`src/rtl/enc_defines.sv`:
```
// Shared constants and FSM state encodings for the Exp-Golomb header parser.
package enc_defines;

  localparam int EG_MAX_LEN = 17;
  localparam int EG_MAX_LZ  = 8;
  localparam int EG_IN_W    = 32;
  localparam int EG_BUF_W   = 64;

  typedef enum logic [1:0] {
    EG_IDLE = 2'd0,
    EG_DEC  = 2'd1,
    EG_OUT  = 2'd2,
    EG_ERR  = 2'd3
  } eg_state_e;

endpackage

```
`src/rtl/mb_header_expgolomb_parser_if.sv`:
```
// Bundle of the word-feed, request and result channels of the Exp-Golomb parser.
interface mb_header_expgolomb_parser_if
  import enc_defines::*;
#(
  parameter int IN_W   = 32,
  parameter int FILL_W = 7
);
  // Every channel is valid/ready: a transfer happens on a rising clk edge where
  // both are high; a source holds valid and its payload stable until that edge.
  logic [IN_W-1:0]   s_data;
  logic              s_valid;
  logic              s_ready;
  logic              req_valid;
  logic              req_se;
  logic              req_ready;
  logic              out_valid;
  logic              out_ready;
  logic [8:0]        out_code;
  logic [8:0]        out_value;
  logic [4:0]        out_len;
  logic              out_err;
  eg_state_e         dbg_state;
  logic [FILL_W-1:0] dbg_fill;

  modport master (
    output s_data, s_valid, req_valid, req_se, out_ready,
    input  s_ready, req_ready, out_valid, out_code, out_value, out_len, out_err,
           dbg_state, dbg_fill
  );

  modport slave (
    input  s_data, s_valid, req_valid, req_se, out_ready,
    output s_ready, req_ready, out_valid, out_code, out_value, out_len, out_err,
           dbg_state, dbg_fill
  );
endinterface

```
`src/rtl/mb_header_lzc17.sv`:
```
// Combinational leading-zero count of a 17-bit window; all-zero input gives 17.
module mb_header_lzc17 (
  input  logic [16:0] din,
  output logic [4:0]  lz
);
  // Ascending scan: the highest set bit is the last one to write lz.
  always_comb begin
    lz = 5'd17;
    for (int i = 0; i < 17; i++) begin
      if (din[i]) lz = 5'(16 - i);
    end
  end
endmodule

```
`src/rtl/mb_header_expgolomb_parser.sv`:
```
// Exp-Golomb ue(v)/se(v) parser: MSB-aligned bit buffer fed by 32-bit words,
// one decoded codeword per request.
module mb_header_expgolomb_parser
  import enc_defines::*;
#(
  parameter int IN_W    = EG_IN_W,
  parameter int BUF_W   = EG_BUF_W,
  parameter int MAX_LEN = EG_MAX_LEN
) (
  input logic clk,
  input logic rst,
  mb_header_expgolomb_parser_if.slave bus
);
  localparam int FILL_W = $clog2(BUF_W + 1);

  logic [BUF_W-1:0]  bitbuf_q, bitbuf_d;
  logic [FILL_W-1:0] fill_q, fill_d;
  eg_state_e         state_q, state_d;
  logic              se_q, se_d;
  logic [8:0]        code_q, code_d, value_q, value_d;
  logic [4:0]        len_q, len_d;

  logic [MAX_LEN-1:0] window;
  logic [4:0]         lz;
  logic [4:0]         cw_len;
  logic               lz_ok;
  logic [8:0]         code_next, se_next;
  logic               consume, s_ready, req_ready, out_valid, out_err;
  logic [BUF_W-1:0]   shifted, word_ext;
  logic [FILL_W-1:0]  fill_c;

  assign window = bitbuf_q[BUF_W-1 -: MAX_LEN];

  mb_header_lzc17 u_lzc (
    .din (window),
    .lz  (lz)
  );

  // The codeword read as a binary number is codeNum + 1; only meaningful when lz_ok.
  assign lz_ok     = (lz <= 5'(EG_MAX_LZ));
  assign cw_len    = {lz[3:0], 1'b1};
  assign code_next = 9'((window >> (5'(MAX_LEN) - cw_len)) - MAX_LEN'(1));
  assign se_next   = code_next[0] ? ((code_next + 9'd1) >> 1) : (9'd0 - (code_next >> 1));

  assign s_ready  = (fill_q <= FILL_W'(BUF_W - IN_W)) && (state_q != EG_ERR);
  assign word_ext = {bus.s_data, {(BUF_W - IN_W){1'b0}}};

  always_comb begin
    state_d   = state_q;
    se_d      = se_q;
    code_d    = code_q;
    value_d   = value_q;
    len_d     = len_q;
    consume   = 1'b0;
    req_ready = 1'b0;
    out_valid = 1'b0;
    out_err   = 1'b0;
    case (state_q)
      EG_IDLE: begin
        req_ready = 1'b1;
        if (bus.req_valid) begin
          se_d    = bus.req_se;
          state_d = EG_DEC;
        end
      end
      EG_DEC: begin
        // Too many leading zeros is only conclusive once 9 zero bits are really present.
        if (!lz_ok && fill_q >= FILL_W'(EG_MAX_LZ + 1)) begin
          state_d = EG_ERR;
        end else if (lz_ok && fill_q >= FILL_W'(cw_len)) begin
          consume = 1'b1;
          code_d  = code_next;
          value_d = se_q ? se_next : code_next;
          len_d   = cw_len;
          state_d = EG_OUT;
        end
      end
      EG_OUT: begin
        out_valid = 1'b1;
        if (bus.out_ready) begin
          req_ready = 1'b1;
          if (bus.req_valid) begin
            se_d    = bus.req_se;
            state_d = EG_DEC;
          end else begin
            state_d = EG_IDLE;
          end
        end
      end
      EG_ERR: out_err = 1'b1;
      default: state_d = EG_IDLE;
    endcase
  end

  // Consume and word append share one cycle: the new word lands right after the
  // bits that survive the consume shift. Bits past fill are always zero.
  always_comb begin
    shifted = bitbuf_q;
    fill_c  = fill_q;
    if (consume) begin
      shifted = bitbuf_q << cw_len;
      fill_c  = fill_q - FILL_W'(cw_len);
    end
    bitbuf_d = shifted;
    fill_d   = fill_c;
    if (bus.s_valid && s_ready) begin
      bitbuf_d = shifted | (word_ext >> fill_c);
      fill_d   = fill_c + FILL_W'(IN_W);
    end
  end

  always_ff @(posedge clk) begin
    if (rst) begin
      bitbuf_q <= '0;
      fill_q   <= '0;
      state_q  <= EG_IDLE;
      se_q     <= 1'b0;
      code_q   <= '0;
      value_q  <= '0;
      len_q    <= '0;
    end else begin
      bitbuf_q <= bitbuf_d;
      fill_q   <= fill_d;
      state_q  <= state_d;
      se_q     <= se_d;
      code_q   <= code_d;
      value_q  <= value_d;
      len_q    <= len_d;
    end
  end

  assign bus.s_ready   = s_ready;
  assign bus.req_ready = req_ready;
  assign bus.out_valid = out_valid;
  assign bus.out_err   = out_err;
  assign bus.out_code  = code_q;
  assign bus.out_value = value_q;
  assign bus.out_len   = len_q;
  assign bus.dbg_state = state_q;
  assign bus.dbg_fill  = fill_q;
endmodule

```
`src/flat_wrapper.sv`:
```
// flat-port wrapper written by rule: the top's interface ports become plain ports
module mb_header_expgolomb_parser_flat import enc_defines::*;
#(
  parameter int IN_W    = EG_IN_W,
  parameter int BUF_W   = EG_BUF_W,
  parameter int MAX_LEN = EG_MAX_LEN
)
  (clk, rst, bus_s_data, bus_s_valid, bus_req_valid, bus_req_se, bus_out_ready, bus_s_ready, bus_req_ready, bus_out_valid, bus_out_code, bus_out_value, bus_out_len, bus_out_err, bus_dbg_state, bus_dbg_fill);
  mb_header_expgolomb_parser_if #(.IN_W(IN_W), .FILL_W(7)) bus_i ();
  input logic clk;
  input logic rst;
  input wire logic [$bits(bus_i.s_data)-1:0] bus_s_data;
  input wire logic [$bits(bus_i.s_valid)-1:0] bus_s_valid;
  input wire logic [$bits(bus_i.req_valid)-1:0] bus_req_valid;
  input wire logic [$bits(bus_i.req_se)-1:0] bus_req_se;
  input wire logic [$bits(bus_i.out_ready)-1:0] bus_out_ready;
  output wire logic [$bits(bus_i.s_ready)-1:0] bus_s_ready;
  output wire logic [$bits(bus_i.req_ready)-1:0] bus_req_ready;
  output wire logic [$bits(bus_i.out_valid)-1:0] bus_out_valid;
  output wire logic [$bits(bus_i.out_code)-1:0] bus_out_code;
  output wire logic [$bits(bus_i.out_value)-1:0] bus_out_value;
  output wire logic [$bits(bus_i.out_len)-1:0] bus_out_len;
  output wire logic [$bits(bus_i.out_err)-1:0] bus_out_err;
  output wire logic [$bits(bus_i.dbg_state)-1:0] bus_dbg_state;
  output wire logic [$bits(bus_i.dbg_fill)-1:0] bus_dbg_fill;
  assign bus_i.s_data = bus_s_data;
  assign bus_i.s_valid = bus_s_valid;
  assign bus_i.req_valid = bus_req_valid;
  assign bus_i.req_se = bus_req_se;
  assign bus_i.out_ready = bus_out_ready;
  assign bus_s_ready = bus_i.s_ready;
  assign bus_req_ready = bus_i.req_ready;
  assign bus_out_valid = bus_i.out_valid;
  assign bus_out_code = bus_i.out_code;
  assign bus_out_value = bus_i.out_value;
  assign bus_out_len = bus_i.out_len;
  assign bus_out_err = bus_i.out_err;
  assign bus_dbg_state = bus_i.dbg_state;
  assign bus_dbg_fill = bus_i.dbg_fill;
  mb_header_expgolomb_parser #(.IN_W(IN_W), .BUF_W(BUF_W), .MAX_LEN(MAX_LEN)) u_core (.clk(clk), .rst(rst), .bus(bus_i));
endmodule
```
`config.mk`:
```
export PLATFORM = sky130hd
export DESIGN_NAME = mb_header_expgolomb_parser_flat
export DESIGN_NICKNAME = d
export VERILOG_FILES = /design/src/rtl/enc_defines.sv /design/src/rtl/mb_header_expgolomb_parser_if.sv /design/src/rtl/mb_header_lzc17.sv /design/src/rtl/mb_header_expgolomb_parser.sv /design/src/flat_wrapper.sv
export SDC_FILE = /design/constraint.sdc
export NUM_CORES = 1
export LEC_CHECK = 0
export BUFFER_PORTS_ARGS = -buffer_cell sky130_fd_sc_hd__buf_4
export CAP_MARGIN = 10
export CORE_MARGIN = 2
export CORE_UTILIZATION = 23
export DETAILED_ROUTE_END_ITERATION = 8
export GPL_TIMING_DRIVEN = 1
export MAX_ROUTING_LAYER = met4
export PLACE_DENSITY = 0.36
export SYNTH_ARGS = -nofsm -noshare
export SYNTH_HDL_FRONTEND = slang
export SYNTH_HIERARCHICAL = 1
export SYNTH_SLANG_ARGS = --single-unit
```
`constraint.sdc`:
```
create_clock -name clk -period 16.5 [get_ports clk]
set_input_delay 0 -clock clk [delete_from_list [all_inputs] [get_ports clk]]
set_output_delay 0 -clock clk [all_outputs]
set_load 0.02 [all_outputs]
```
# After elaboration in Yosys (flattened, before gate mapping)
# Cells that the tools add are included.
# totals
output_inout_bits	36
regBits	97
inputBits	38
word_cells	79
# classes
magnitude_cmp	4
n_eq_ne	7
n_mux	39
bitwise	2
shift	3
reduce_logical	11
add_sub_neg	6
# op_table
op	n
2-to-1 mux 64 bit	2
2-to-1 mux 5 bit	16
bitwise OR 64 bit	1
left shift 64 x 5 -> 64 bit	1
right shift 64 x 7 -> 64 bit	1
2-to-1 mux 9 bit	2
right shift 17 x 5 -> 9 bit	1
2-to-1 mux 7 bit	2
2-to-1 mux 1 bit	10
adder 9 x 1 -> 9 bit, second input constant	1
subtractor 1 x 8 -> 9 bit, first input constant	1
subtractor 9 x 1 -> 9 bit, second input constant	1
2-to-1 mux 2 bit	4
adder 7 x 6 -> 7 bit, second input constant	1
>= comparator 7 x 4 -> 1 bit, second input constant	1
>= comparator 7 x 5 -> 1 bit	1
<= comparator 7 x 6 -> 1 bit, second input constant	1
subtractor 7 x 5 -> 7 bit	1
!= test 2 bit, second input constant	3
one-hot mux 2 bit (3 select lines)	1
<= comparator 5 x 4 -> 1 bit, second input constant	1
subtractor 5 bit, first input constant	1
equality test 2 bit, second input constant	2
logical AND 1 bit	4
other kinds (11)	12

# Depth between registers and ports, before layout
# Gate-level depths: netlist of the first run.
# depth
ltp_word	26
ltp_mapped	29
mapped_depth_nobuf	23

# Cells and area by module
# The synthesis of the first run kept the hierarchy.
# by_module_without_submodules
mod	cells_each	area_per_inst_um2	seq_area_each_um2	n_inst
mb_header_expgolomb_parser	1520	11456.0	1941.9	1
mb_header_lzc17	31	187.7	0.0	1

# Worst setup path after synthesis of the first run
# OpenSTA, ideal clock, no wires.
# synth_path
path_kind	reg-to-reg
start	reg u_core.bitbuf_q[54]
end	reg u_core.value_q[1] (netlist: u_core/bus.out_value[1])
period_less_slack_ps	5887
arrival_time_ps	5759
required_ps	16372
stages_incl_launch_ff	29
path_slack_ps	10613
setup_ps	128
n_path_buf	7
path_cell_list	dfxtp_1 -> inv_2 -> a2111oi_4 -> o41ai_1 -> a311oi_1 -> buf_6 -> inv_1 -> clkbuf_1 -> buf_1 -> clkbuf_1 -> ha_1 -> buf_2 -> clkbuf_1 -> mux4_2 -> nand3_1 -> o21ai_1 -> buf_2 -> clkinv_1 -> ha_1 -> nor2b_1 -> a31oi_1 -> o221ai_1 -> nor2_1 -> inv_1 -> ha_1 -> a221oi_1 -> a211oi_1 -> a21oi_1 -> nor2_1
# synth_via
elab_chain_len	16
word_cells_on_any_way	24
classes_between	add/sub: 4; order compare: 2; shift: 1; mux: 12; bitwise: 1; reduce/logical: 4
# synth_lines
element	line	rtl
from (decl)	mb_header_expgolomb_parser.sv:16	logic [BUF_W-1:0] bitbuf_q, bitbuf_d;
from (signal assigned)	mb_header_expgolomb_parser.sv:122	bitbuf_q <= bitbuf_d;
2-to-1 mux 5 bit (*) (10 in series)	mb_header_lzc17.sv:10	if (din[i]) lz = 5'(16 - i);
named net u_core.lz[0]	mb_header_expgolomb_parser.sv:24	logic [4:0] lz;
subtractor 5 bit (*)	mb_header_expgolomb_parser.sv:42	assign code_next = 9'((window >> (5'(MAX_LEN) - cw_len)) - MAX_LEN'(1));
right shift 17 x 5 -> 9 bit (*)	mb_header_expgolomb_parser.sv:42	
subtractor 9 x 1 -> 9 bit (*)	mb_header_expgolomb_parser.sv:42	
named net u_core.code_next[0]	mb_header_expgolomb_parser.sv:27	logic [8:0] code_next, se_next;
adder 9 x 1 -> 9 bit	mb_header_expgolomb_parser.sv:43	assign se_next = code_next[0] ? ((code_next + 9'd1) >> 1) : (9'd0 - (code_next >> 1));
2-to-1 mux 9 bit (*)	mb_header_expgolomb_parser.sv:43	
2-to-1 mux 9 bit (*)	mb_header_expgolomb_parser.sv:73	value_d = se_q ? se_next : code_next;
to (signal assigned)	mb_header_expgolomb_parser.sv:127	value_q <= value_d;
to (decl)	mb_header_expgolomb_parser.sv:20	logic [8:0] code_q, code_d, value_q, value_d;
# Mark *: on every way through the listed nets, which the timed path passes. The rest lies on a longest branch.
# A chain may end at the register's enable or synchronous reset.

# Worst setup path in the final report of the first run
# layout_path
start	reg u_core.bitbuf_q[54]
end	reg u_core.value_q[8] (netlist: u_core/bus.out_value[8])
# layout_via
word_cells_on_any_way	23
classes_between	add/sub: 3; order compare: 2; shift: 1; mux: 12; bitwise: 1; reduce/logical: 4
# layout_rtl
element	line
2-to-1 mux 5 bit (10 in series)	mb_header_lzc17.sv:10
named net u_core.lz[0]	mb_header_expgolomb_parser.sv:24
subtractor 5 bit	mb_header_expgolomb_parser.sv:42
right shift 17 x 5 -> 9 bit	mb_header_expgolomb_parser.sv:42
subtractor 9 x 1 -> 9 bit	mb_header_expgolomb_parser.sv:42
named net u_core.code_next[0]	mb_header_expgolomb_parser.sv:27
2-to-1 mux 9 bit	mb_header_expgolomb_parser.sv:43
2-to-1 mux 9 bit	mb_header_expgolomb_parser.sv:73
# The timed path passes the listed nets, and every way through them passes these cells.

==> flow_metrics.tcl, run 1 <==
set metrics [dict create \
    maxSlewHeadroom 0.145 \
    postSynthCellCount 1551 \
    dieArea_um2 52400 \
    clock_latency_ns 0.39 \
    htreeDepth 3 \
    ys_seq_area_frac 0.167 \
    synth_top_family_by_area "compound AO/OA/AOI/OAI gates" \
    start_kind "flip-flop" \
    rsz0062_at_grt "false" \
    cp.arrival_ns 7.00 \
    fin_crit_sh 0.411 \
    crit_fanout 16 \
    synth-simple-area-share 0.221 \
    ys_seq_elements 97 \
    grt_pass1_vias 12302 \
    syn2layout_area_growth_pct 12.6 \
    clock-sinks 97 \
    cts_buffers 9 \
    routed_wirelength_um 57100 \
    final_common_cell "nand2_1" \
    async_reset_ff_frac 0 \
    maxSlewViolCount 0 \
    core_area_um2 50100 \
    synth_xor_area_frac 0.0105 \
    dp_hpwl_um 42500 \
    wl_per_cell_um 25.8 \
    fmax_ghz 0.147 \
    synthAdderAreaFrac 0.0157 \
    grt_pass1_wl_um 84300 \
    grt_antenna_before_repair 1 \
    core.rowCount 82 \
    via_per_inst 5.90 \
    gr-usage-all-layers 0.217 \
    die_w_um 229 \
    worstPathRequired_ns 16.72 \
    die_h_um 229 \
    drive_gt1_frac 0.156 \
    synth-edff-count 0 \
    gp_congestion 0.898 \
    cts_tree "built" \
    first_pass_iters 5 \
    avgSynthCellArea_um2 7.51 \
    post_cts_buffers 0 \
    clkTransAtPathRegs_ns 0.09 \
    yosys.cell_types.count 92 \
    cap_violations 0 \
    timing.setup.tns_ns 0 \
    yosysWarnings 6 \
    start_util 0.233 \
    synth_top_area_share 0.167 \
    io_buffers 73 \
    worst_pin_slew_ns 1.27 \
    hold_path_class "in2reg" \
    syn_nets 1603 \
    synth_top_cell_by_area "dfxtp_1" \
    cts_hold_buf 2 \
    cts.path.max_buffers 2 \
    grt_max_degree 82 \
    syn_area_um2 11600 \
    synth.mux.area_fraction 0.191 \
    synth-compound-area-share 0.336 \
    post_cts_resized 0 \
    grt_overflow_total 0 \
    layout.nets 1582 \
    final_cell_mix "nand2_1 (187), nor2_1 (132), a21oi_1 (125)" \
    vias 13042 \
    synth_area_leaders "dfxtp_1 (17%), mux4_2 (8.7%), mux2i_1 (8.0%)" \
    fin_crit_ns 6.78 \
    rr_worst_depth 22 \
    worstHoldPathCells 2 \
    worstSetupPathType "reg2reg" \
    drc 0 \
    cp-end-kind "flip-flop" \
    hold_viol_final 0 \
    clockRootBuffer "clkbuf_16" \
    status "completed" \
    setup-violations-final 0 \
    drt_iter0_drc 1337 \
    antenna_left 0 \
    pin_count 74 \
    ys.flop_type "dfxtp_1" \
    final.setup_skew_ns 0.0196 \
]
## synthesized netlist by cell type (8+ instances only)
| library cell | number |
|---|---|
| nor3_1 | 41 |
| buf_4 | 9 |
| o211ai_1 | 28 |
| or3_1 | 8 |
| nor4_1 | 12 |
| clkbuf_1 | 69 |
| a32oi_1 | 8 |
| a22oi_1 | 11 |
| o221ai_1 | 13 |
| mux4_2 | 45 |
| a221o_1 | 12 |
| nand2_1 | 188 |
| ha_1 | 13 |
| and2_1 | 21 |
| and3_1 | 19 |
| nor2b_1 | 21 |
| buf_2 | 30 |
| dfxtp_1 | 97 |
| mux2i_1 | 93 |
| xor2_1 | 8 |
| a21o_1 | 11 |
| o21ai_0 | 70 |
| o22ai_1 | 23 |
| buf_1 | 26 |
| o21a_1 | 11 |
| a211oi_1 | 79 |
| o31ai_1 | 9 |
| nand3_1 | 57 |
| mux2_2 | 25 |
| a311oi_1 | 12 |
| a21oi_1 | 127 |
| nand2b_1 | 9 |
| inv_1 | 19 |
| a221oi_1 | 15 |
| a31oi_1 | 32 |
| nor2_1 | 133 |
## final timing paths
path	startpoint	endpoint	slack, ns
max reg2reg	u_core/bitbuf_q[54]	u_core/bus.out_value[8]	9.72
max	u_core/bitbuf_q[54]	u_core/bus.out_value[8]	9.72
min	rst	u_core/bus.dbg_fill[0]	0.01
min reg2reg	u_core/bus.out_len[4]	u_core/bus.out_len[4]	0.46
## sequential cells by signal (all words and copies together), names as in the netlist
signal	flops
u_core/bitbuf_q	64
u_core/bus.out_code	9
u_core/bus.out_value	9
u_core/bus.dbg_fill	7
u_core/bus.out_len	5
u_core/bus.dbg_state	2
u_core/se_q	1
## worst max-delay path: stages, from the launching register on
cell and delay [ns]:
dfxtp_1 0.58, inv_2 0.08, a2111oi_4 0.34, o41ai_1 0.19, a311oi_4 0.33, inv_1 0.19, ha_1 0.59, inv_1 0.31
and3_1 0.24, mux2i_1 0.08, o21ai_1 0.73, clkinv_1 0.51, ha_1 0.41, nor2b_1 0.15, a31oi_1 0.17, o221ai_1 0.27
nor2_1 0.39, ha_1 0.21, inv_1 0.05, nor3_1 0.31, a41oi_1 0.16, o221ai_1 0.20, a21oi_1 0.09
## cell families (layout without fill, tap and decap cells)
family / Yosys count / in the layout
XOR/XNOR: 14 / 14
AND/OR/NAND/NOR: 545 / 545
adder cells (fa/ha/maj): 14 / 14
other: 0 / 2
AO/OA/AOI/OAI: 559 / 559
multiplexers: 163 / 163
buffers and inverters: 159 / 143
flip-flops: 97 / 97
## layout make-up
class / instances / area, um^2
multi-input cells: 1295 / 9110
clock inverters: 7 / 101
inverters: 22 / 82.6
clock buffers: 9 / 225
well taps: 672 / 841
diodes: 2 / 5.00
flip-flops and latches: 97 / 1940
fillers: 5616 / 37000
repair buffers: 105 / 793
## through the flow
stage,instance area (um^2),hold slack [ns],util,setup slack [ns],std cells
after CTS,13100,0.00923,0.262,9.80,2207
after global placement,12800,0.256,0.255,9.96,2189
after global routing,13100,0.0274,0.262,9.22,2207
after detailed placement,12800,0.261,0.255,9.81,2189
after floorplan,11600,0.151,-,10.61,1551
final,13100,0.0112,0.262,9.72,2209
## routing by layer
layer | wire [um] | global-route usage
met1 | 26300 | 0.293
met4 | 1200 | 0.0546
met5 | 0 | -
met3 | 2980 | 0.0223
met2 | 26700 | 0.346
Power of run 1 is left out: the tool's default activity adds up to more than one toggle a clock period on the data nets, which glitch-free logic cannot reach.
==> run 2, diff against run 1 <==
--- a/config.mk
+++ b/config.mk
@@ -5,6 +5,7 @@
 export SDC_FILE = /design/constraint.sdc
 export NUM_CORES = 1
 export LEC_CHECK = 0
+export ABC_AREA = 1
 export BUFFER_PORTS_ARGS = -buffer_cell sky130_fd_sc_hd__buf_4
 export CAP_MARGIN = 10
 export CORE_MARGIN = 2
@@ -12,7 +13,7 @@
 export DETAILED_ROUTE_END_ITERATION = 8
 export GPL_TIMING_DRIVEN = 1
 export MAX_ROUTING_LAYER = met4
-export PLACE_DENSITY = 0.36
+export PLACE_DENSITY = 0.37
 export SYNTH_ARGS = -nofsm -noshare
 export SYNTH_HDL_FRONTEND = slang
 export SYNTH_HIERARCHICAL = 1
==> constraint.sdc (replaced) <==
create_clock -name clk -period 6.95 [get_ports clk]
set_input_delay 0 -clock clk [delete_from_list [all_inputs] [get_ports clk]]
set_output_delay 0 -clock clk [all_outputs]
set_load 0.02 [all_outputs]
==> flow_metrics.tcl, run 2 <==
set metrics [dict create \
    clock_latency_ns 0.37 \
    start_kind "flip-flop" \
    critical-path-max-stage-delay_ns 0.72 \
    clock-sinks 97 \
    gr-usage-all-layers 0.212 \
    synth.mux.area_fraction 0.00586 \
    hold_path_class "in2reg" \
    syn_nets 1918 \
    hp-start "bus_req_valid" \
    postSynthCellCount 1866 \
    cp-end-kind "flip-flop" \
    layout.nets 1888 \
    fin_crit_ns 5.59 \
    final_common_cell "nand2_1" \
    cp_slowest_cell "nor4_1" \
    synth_area_leaders "nand2_1 (22%), nand3_1 (20%), dfxtp_1 (19%)" \
    startpoint "u_core/bitbuf_q[52]" \
    antenna_left 0 \
    htreeDepth 3 \
    synth_top_cell_by_area "nand2_1" \
    regMostFlops "u_core/bitbuf_q" \
    worst_pin_slew_ns 1.23 \
    grt_pass1_vias 11946 \
    setup-violations-final 0 \
    ys.flop_type "dfxtp_1" \
    synth_top_area_share 0.224 \
    cts_tree "built" \
    crit_chain "nor4_1 -> nand2_1 -> a21boi_4 -> buf_4 -> nand2_1 -> nand2_1 -> inv_1 -> nand3_1 -> nand3_1 -> nand2_1 -> ha_1 -> inv_1 -> a21oi_1 -> nor2_1 -> inv_1 -> ha_1 -> nand2_1 -> nor2_1 -> nand3_1 -> nand3_1 -> nand3_1 -> nand2_1 -> a21oi_1" \
    synth_xor_area_frac 0.00586 \
    crit_fanout 68 \
    ys_seq_area_frac 0.189 \
    clockRootBuffer "clkbuf_16" \
    io_buffers 73 \
    cts_buffers 9 \
    wl_per_cell_um 19.9 \
    core_area_um2 44100 \
    fin_crit_sh 0.805 \
    syn_area_um2 10300 \
    synth-compound-area-share 0.200 \
    maxSlewHeadroom 0.178 \
    die_h_um 215 \
    yosysWarnings 6 \
    yosys.cell_types.count 59 \
    rsz0062_at_grt "false" \
    timing.setup.tns_ns 0 \
    first_pass_iters 6 \
    pin_count 74 \
    worstPathRequired_ns 7.17 \
    synth-simple-area-share 0.482 \
    dieArea_um2 46300 \
    gp_congestion 0.909 \
    final.setup_skew_ns 0.0109 \
    synthAdderAreaFrac 0.0178 \
    async_reset_ff_frac 0 \
    cts.path.max_buffers 2 \
    cp_top_family "simple AND/OR/NAND/NOR gates" \
    grt_overflow_total 0 \
    maxSlewViolCount 0 \
    grt_max_degree 90 \
    clkTransAtPathRegs_ns 0.08 \
    status "completed" \
    drc 0 \
    placedCellCount 2414 \
    cpMostUsedCell "nand2_1" \
    ys_seq_elements 97 \
    final_cell_mix "nand2_1 (611), nand3_1 (403), o21ai_0 (179)" \
    drive_gt1_frac 0.0815 \
    timing.hold.ws_ns 0.0447 \
    synth-edff-count 0 \
    synth_top_family_by_area "simple AND/OR/NAND/NOR gates" \
    start_util 0.232 \
    reg2reg_from "u_core/bitbuf_q[52]" \
    drt_iter0_drc 1093 \
    cap_violations 0 \
    worstSetupPathType "reg2reg" \
    vias 12669 \
    via_per_inst 5.21 \
    grt_antenna_before_repair 0 \
    instances_no_fill 2433 \
    fmax_ghz 0.179 \
    avgSynthCellArea_um2 5.49 \
    syn2layout_area_growth_pct 11.6 \
    n_antenna_cell 0 \
    synth_most_common_cell "nand2_1" \
    grt_pass1_wl_um 73700 \
    die_w_um 215 \
    largest_reg_flops 64 \
    routed_wirelength_um 48500 \
    post_cts_resized 0 \
    hold_viol_final 0 \
    core.rowCount 77 \
    dp_hpwl_um 36700 \
    cp.arrival_ns 5.81 \
    path_buf_inv 4 \
    post_synth_most_frequent_cells "nand2_1 (611), nand3_1 (403), o21ai_0 (179), dfxtp_1 (97), inv_1 (96)" \
]
-- run 2: cell types whose count changed after synthesis, moves of 32 or more --
| cell | before | now |
|---|---|---|
| nor3_1 | 41 | 2 |
| mux4_2 | 45 | 0 |
| a211oi_1 | 79 | 3 |
| nand3_1 | 57 | 403 |
| o21ai_0 | 70 | 179 |
| mux2i_1 | 93 | 6 |
| nor2_1 | 133 | 77 |
| inv_1 | 19 | 96 |
| nand2_1 | 188 | 611 |
| a21oi_1 | 127 | 95 |
-- run 2: kinds of logic after synthesis --
kind of cell / Yosys count
AOI/OAI and AO/OA: 363
xor gates and xnor gates: 6
adders and majority gates: 14
buffers and inverters: 242
DFF: 97
muxes: 6
and+or+nand+nor: 1138
-- run 2: worst paths after layout --
kind / end / depth (start not counted) / slack, ns
setup reg to reg: u_core/bus.out_value[6] / 23 / 1.36
hold reg to reg: u_core/bus.out_value[3] / 2 / 0.46
setup / recovery: u_core/bus.out_value[6] / 23 / 1.36
hold / removal: u_core/se_q / 4 / 0.04
-- run 2: through the flow --
| step | instance area (um^2) | utilization | setup slack, ns |
|---|---|---|---|
| after floorplan | 10300 | - | 2.57 |
| after global placement | 11100 | 0.252 | 1.52 |
| after detailed placement | 11100 | 0.252 | 1.49 |
| after CTS | 11400 | 0.259 | 1.48 |
| after global routing | 11400 | 0.259 | 0.951 |
| final | 11400 | 0.259 | 1.36 |
-- run 2: final cells by class --
| class | instances | area, um^2 |
|---|---|---|
| Fill cell | 5278 | 32700 |
| Multi-Input combinational cell | 1527 | 7350 |
| Sequential cell | 97 | 1940 |
| Tap cell | 592 | 741 |
| Timing Repair Buffer | 90 | 683 |
| Inverter | 111 | 422 |
| Clock buffer | 9 | 225 |
| Clock inverter | 7 | 86.3 |
-- run 2: layer usage --
layer	vias up	wire length, um	global-route usage
met5	-	0	-
met4	0	771	0.0460
met3	32	2390	0.0246
met2	339	21600	0.323
met1	6028	23800	0.299
li1	6270	-	-
-- run 2: repair_timing --
item	CTS	global route
endpoints found under the setup margin	0	0
hold buffers	3	0
endpoints found under the hold margin	6	0
buffers inserted	0	0
-- run 2: worst reg2reg max path: stages (launching register included) --
cell and delay, ns:
dfxtp_1 0.35, nor4_1 0.72, nand2_1 0.23, a21boi_4 0.22, buf_4 0.59, nand2_1 0.11
nand2_1 0.39, inv_1 0.27, nand3_1 0.12, nand3_1 0.13, nand2_1 0.41, ha_1 0.28
inv_1 0.07, a21oi_1 0.31, nor2_1 0.16, inv_1 0.14, ha_1 0.17, nand2_1 0.06
nor2_1 0.24, nand3_1 0.15, nand3_1 0.11, nand3_1 0.08, nand2_1 0.09, a21oi_1 0.06
Power of run 2 is left out for the same reason.
